--- src/rtl/regfile_pkg.sv ---
// Shared register-file constants and write-back source identifiers.
package regfile_pkg;

  localparam int REG_ADDR_W = 5;
  localparam int REG_DATA_W = 32;
  localparam logic [REG_ADDR_W-1:0] REG_ZERO = 5'd0;

  localparam int WB_SRC_ALU = 0;
  localparam int WB_SRC_LSU = 1;
  localparam int WB_SRC_MDU = 2;
  localparam int NUM_WB_SRC = 3;

endpackage

--- src/rtl/regfile_wb_arbiter_rr.sv ---
// Combinational round-robin arbiter: grants the first requester at or after ptr (mod N).
module rr_arbiter #(
  parameter int N  = 3,
  parameter int PW = $clog2(N)
) (
  input  logic [N-1:0]  req,
  input  logic [PW-1:0] ptr,
  input  logic          en,
  output logic [N-1:0]  gnt
);

  logic [N-1:0] blocked_s;

  // Distance of source i from the pointer in round-robin search order.
  function automatic int rr_dist(input int i, input int p);
    return (i + N - p) % N;
  endfunction

  // A requester wins unless another requester sits closer to the pointer.
  always_comb begin
    blocked_s = '0;
    gnt       = '0;
    for (int i = 0; i < N; i++) begin
      for (int j = 0; j < N; j++) begin
        blocked_s[i] = blocked_s[i] |
                       (req[j] && (rr_dist(j, int'(ptr)) < rr_dist(i, int'(ptr))));
      end
      gnt[i] = en & req[i] & ~blocked_s[i];
    end
  end

endmodule

--- src/rtl/regfile_wb_arbiter.sv ---
// Round-robin write-back arbiter feeding the register file's single write port.
// Optional WBARB_FWD_EN adds fwd_valid/fwd_addr/fwd_data bypass outputs.
module regfile_wb_arbiter
  import regfile_pkg::*;
#(
  parameter int NUM_REQ    = NUM_WB_SRC,
  parameter int ADDR_W     = REG_ADDR_W,
  parameter int DATA_W     = REG_DATA_W,
  parameter bit DISCARD_R0 = 1'b1
) (
  input  logic                      clk,
  input  logic                      rst,
  input  logic                      wb_hold,
  input  logic [NUM_REQ-1:0]        req_valid,
  input  logic [NUM_REQ*ADDR_W-1:0] req_addr,
  input  logic [NUM_REQ*DATA_W-1:0] req_data,
  output logic [NUM_REQ-1:0]        req_ready,
  output logic                      rf_we,
  output logic [ADDR_W-1:0]         rf_waddr,
  output logic [DATA_W-1:0]         rf_wdata
`ifdef WBARB_FWD_EN
  ,
  output logic                      fwd_valid,
  output logic [ADDR_W-1:0]         fwd_addr,
  output logic [DATA_W-1:0]         fwd_data
`endif
);

  localparam int PTR_W = $clog2(NUM_REQ);

  logic [PTR_W-1:0]   ptr_r;
  logic [PTR_W-1:0]   ptr_nxt_s;
  logic [PTR_W-1:0]   gnt_idx_s;
  logic [NUM_REQ-1:0] gnt_s;
  logic               arb_en_s;
  logic               any_gnt_s;
  logic               drop_s;
  logic [ADDR_W-1:0]  sel_addr_s;
  logic [DATA_W-1:0]  sel_data_s;

  // Reset gates the arbiter so requests pending during reset are never consumed.
  assign arb_en_s = ~wb_hold & ~rst;

  rr_arbiter #(
    .N  (NUM_REQ),
    .PW (PTR_W)
  ) u_rr (
    .req (req_valid),
    .ptr (ptr_r),
    .en  (arb_en_s),
    .gnt (gnt_s)
  );

  assign req_ready = gnt_s;

  // One-hot select of the granted source's address, data and index.
  always_comb begin
    sel_addr_s = '0;
    sel_data_s = '0;
    gnt_idx_s  = '0;
    for (int i = 0; i < NUM_REQ; i++) begin
      sel_addr_s = sel_addr_s | ({ADDR_W{gnt_s[i]}} & req_addr[i*ADDR_W +: ADDR_W]);
      sel_data_s = sel_data_s | ({DATA_W{gnt_s[i]}} & req_data[i*DATA_W +: DATA_W]);
      gnt_idx_s  = gnt_idx_s | (gnt_s[i] ? PTR_W'(i) : '0);
    end
  end

  assign any_gnt_s = |gnt_s;
  assign ptr_nxt_s = (gnt_idx_s == PTR_W'(NUM_REQ - 1)) ? '0 : gnt_idx_s + PTR_W'(1);
  assign drop_s    = DISCARD_R0 && (sel_addr_s == ADDR_W'(REG_ZERO));

  // Pointer and registered write port; address/data hold when nothing is granted.
  always_ff @(posedge clk) begin
    if (rst) begin
      ptr_r    <= '0;
      rf_we    <= 1'b0;
      rf_waddr <= '0;
      rf_wdata <= '0;
    end else if (any_gnt_s) begin
      ptr_r    <= ptr_nxt_s;
      rf_we    <= ~drop_s;
      rf_waddr <= sel_addr_s;
      rf_wdata <= sel_data_s;
    end else begin
      rf_we    <= 1'b0;
    end
  end

`ifdef WBARB_FWD_EN
  assign fwd_valid = rf_we && (rf_waddr != ADDR_W'(REG_ZERO));
  assign fwd_addr  = rf_waddr;
  assign fwd_data  = rf_wdata;
`endif

endmodule

--- config.mk ---
export PLATFORM = sky130hd
export DESIGN_NAME = regfile_wb_arbiter
export DESIGN_NICKNAME = d
export VERILOG_FILES = /design/src/rtl/regfile_pkg.sv /design/src/rtl/regfile_wb_arbiter_rr.sv /design/src/rtl/regfile_wb_arbiter.sv
export SDC_FILE = /design/constraint.sdc
export NUM_CORES = 1
export LEC_CHECK = 0
export BUFFER_PORTS_ARGS = -buffer_cell sky130_fd_sc_hd__buf_2
export CAP_MARGIN = 40
export CORE_ASPECT_RATIO = 1.4
export CORE_UTILIZATION = 40
export CTS_CLUSTER_SIZE = 8
export DETAILED_ROUTE_END_ITERATION = 10
export MAX_ROUTING_LAYER = met4
export PLACE_DENSITY = 0.79
export SKIP_LAST_GASP = 1
export SLEW_MARGIN = 0
export SYNTH_ARGS = -nofsm -noshare
export SYNTH_HDL_FRONTEND = slang
export SYNTH_SLANG_ARGS = --single-unit
--- constraint.sdc ---
create_clock -name clk -period 2.4 [get_ports clk]
set_input_delay 0.12 -clock clk [delete_from_list [all_inputs] [get_ports clk]]
set_output_delay 0.12 -clock clk [all_outputs]
set_load 0.01 [all_outputs]
==> summary.md <==
| Metric | Value |
|---|---|
| Largest net degree at the start of global routing | `57` |
| EDFF count, synth | `0` |
| Clock Latency Late Sink | `0.28 ns` |
| Syn_nets | `326` |
| Reg2reg start | `ptr_r[0]` |
| Core area | `between 0.004 and 0.005 sq mm` |
| Hold-fix buffers, CTS | `0` |
| CP Launch Type | `flop` |
| DP Wirelength | `approximately 4.4 mm` |
| Vias per cell | `roughly 5.5` |
| Die Height | `86.4 microns` |
| Minimum clock period | `about 2.1 ns` |
| Postcts setup bufs | `0` |
| Max Fclk | `approximately 470 MHz` |
| Buffers on Ports | `roughly 160` |
| Nets@finish | `475` |
| Fraction of layout cells with a size suffix above 1 | `0.580` |
| Hold Crit Class | `input port to flop` |
| First-pass detailed-route iteration total | `7` |
| Worst Path Max Fanout | `56` |
| Clk slew on worst S/H paths | `roughly 0.080 ns` |
| Final hold violations | `0` |
| Hold WS | `between 0.1 and 0.15 ns` |
| Yosys reg bits | `40` |
| Hold_sp | `req_addr[4]` |
| Maximum buffer depth of the clock tree | `2` |
| Worst Setup End Kind | `flop` |
| GRT Resource Usage Total | `0.217` |
| GR Overflow Total | `0` |
| Peak supply drop | `roughly 0.32 mV` |
| DIE AREA | `0.00539 sq mm` |
| RSZ-0062 raised after global routing | `false` |
| Maxcap violations | `0` |
| Synthesized area | `slightly above 0.002 sq mm` |
| Row cnt | `30` |
| Sink Count | `40` |
| Final ANT Viol Nets | `0` |
| Crit path arrival time | `between 2 and 2.5 ns` |
| Hold Path Stages | `3` |
| CTS H-tree lvls | `2` |
| CTS tree | `done` |
| Synth warn | `0` |
| Worst setup path start | `ptr_r[0]` |
| Global-route wire length before repair | `roughly 9.1 mm` |
| Remaining DRCs | `0` |
| Antenna violations before repair | `0` |
| Pwr dens | `around 550 mW/mm^2` |
| Worst slew pin tran | `0.454 ns` |
| Iter 0 DRT Violations | `between 150 and 200` |
| Ant. Diodes | `0` |
| Clk_skew | `0.00559 ns` |
| Avg Inst Size Synth | `roughly 9.9 sq um` |
| Post-CTS sizing | `0` |
| Synthesized netlist cell count | `~210` |
| Area Overhead vs Synth | `45.1%` |
| Vias | `approximately 2300` |
| Final setup vio count | `0` |
| Synth Flop Type | `dfxtp_1` |
| Required @ worst endpoint | `approximately 2.6 ns` |
| Final period util | `0.893` |
| Vias in the first global route | `~2100` |
| Status | `finished clean` |
| Ys async rst share | `0` |
| Wire length per cell | `~14 microns` |
| CTS Buf Count | `5` |
| Die X | `approximately 62 microns` |
| Placer congestion estimate | `between 0.7 and 0.8` |
| Routed WL | `between 5 and 6 mm` |
| Ports | `about 160` |
| Leakage power | `~0.0014 uW` |
| FILL cells | `about 450` |
| Clk root buf | `clkbuf_8` |
| Initial core utilization | `0.417` |
| CP Class | `flop to flop` |
| Max_slew headroom | `0.695` |
| Cell variety after synth | `23` |
| Slew Viols, Final | `0` |
| Seq/Total Area, Yosys | `0.393` |
| Worst-case reg-to-reg path depth | `9` |
| Setup_tns | `0 ns` |
## power by group
group,switching [uW],internal (uW),total (uW),leakage (uW)
clock,226,229,455,0.0000510
combinational,219,198,417,0.000971
sequential,25.9,721,747,0.000328
total,471,1150,1620,0.00135
## cell type report
| class | instances | area [sq um] | area share |
|---|---|---|---|
| Multi-Input combinational cell | 136 | 1100 | 0.372 |
| Timing Repair Buffer | 166 | 866 | 0.293 |
| Sequential cell | 40 | 801 | 0.271 |
| Clock buffer | 6 | 82.6 | 0.0279 |
| Tap cell | 64 | 80.1 | 0.0271 |
| Inverter | 5 | 18.8 | 0.00635 |
| Clock inverter | 2 | 10.0 | 0.00339 |
## flip-flops by register name (all words and copies together), names as in the netlist
register  flops
rf_we         1
rf_waddr      5
ptr_r         2
rf_wdata     32
## logic make-up after synthesis
family / share of synthesized area
AO/OA/AOI/OAI: 0.410
adder cells (fa/ha/maj): 0.0246
buffers and inverters: 0.0682
flip-flops: 0.393
AND/OR/NAND/NOR: 0.104
## per-stage QoR
step           instances  utilization  setup WS [ns]  power, uW  cell area, sq um
2_1_floorplan        205            -          0.471        999              2040
3_3_place_gp         411        0.587          0.380       1170              2860
3_5_place_dp         411        0.587          0.270       1180              2860
4_1_cts              419        0.606          0.244       1640              2960
5_1_grt              419        0.606          0.128       1710              2960
6_report             419        0.606          0.258       1620              2960
## metal layers
metal,vias up,GRT usage,routed length (microns)
met1,1054,0.229,2290
li1,1126,-,-
met3,15,0.0500,369
met5,-,-,0
met4,0,0.0867,147
met2,110,0.392,2980
## cells in the final DEF, fill, tap and decap left out
cell,n
a2111oi_0,1
a211oi_1,5
a211oi_2,30
a21oi_1,2
a222oi_1,33
a22o_1,1
a22oi_1,3
a31oi_1,3
and3_1,1
buf_12,1
buf_2,157
buf_4,8
clkbuf_8,6
clkinv_2,2
dfxtp_1,40
ha_1,4
inv_1,4
inv_2,1
nand2_1,8
nand2b_1,1
nand3_1,2
nor2_1,35
nor3_1,3
o2111a_1,2
or3_2,1
or4_1,1
## final timing paths
check | to | slack (ns)
max | rf_wdata[13] | 0.26
min | rf_we | 0.12
max reg2reg | rf_wdata[13] | 0.26
min reg2reg | rf_waddr[2] | 0.49
## critical path, cell delays in order, from the launching register on
cell and delay, ns:
dfxtp_1 0.37, inv_1 0.09, ha_1 0.30, nand2b_1 0.15, nand3_1 0.13, inv_2 0.05, or3_2 0.46, buf_12 0.22
nor2_1 0.16, a211oi_2 0.06
## cell usage after synthesis, types with 2 or more instances
cell type | number | area (sq um)
a211oi_1 | 5 | 37.5
a31oi_1 | 3 | 18.8
a21oi_1 | 2 | 10.0
a211oi_2 | 30 | 375
a222oi_1 | 33 | 330
nand3_1 | 2 | 10.0
inv_1 | 4 | 15.0
o2111a_1 | 2 | 22.5
buf_6 | 4 | 45.0
a22oi_1 | 3 | 22.5
ha_1 | 4 | 50.1
dfxtp_1 | 40 | 801
clkbuf_1 | 20 | 75.1
nor2_1 | 35 | 131
nand2_1 | 8 | 30.0
nor3_1 | 3 | 15.0
Note: power is estimated with default switching activity, not from simulation.
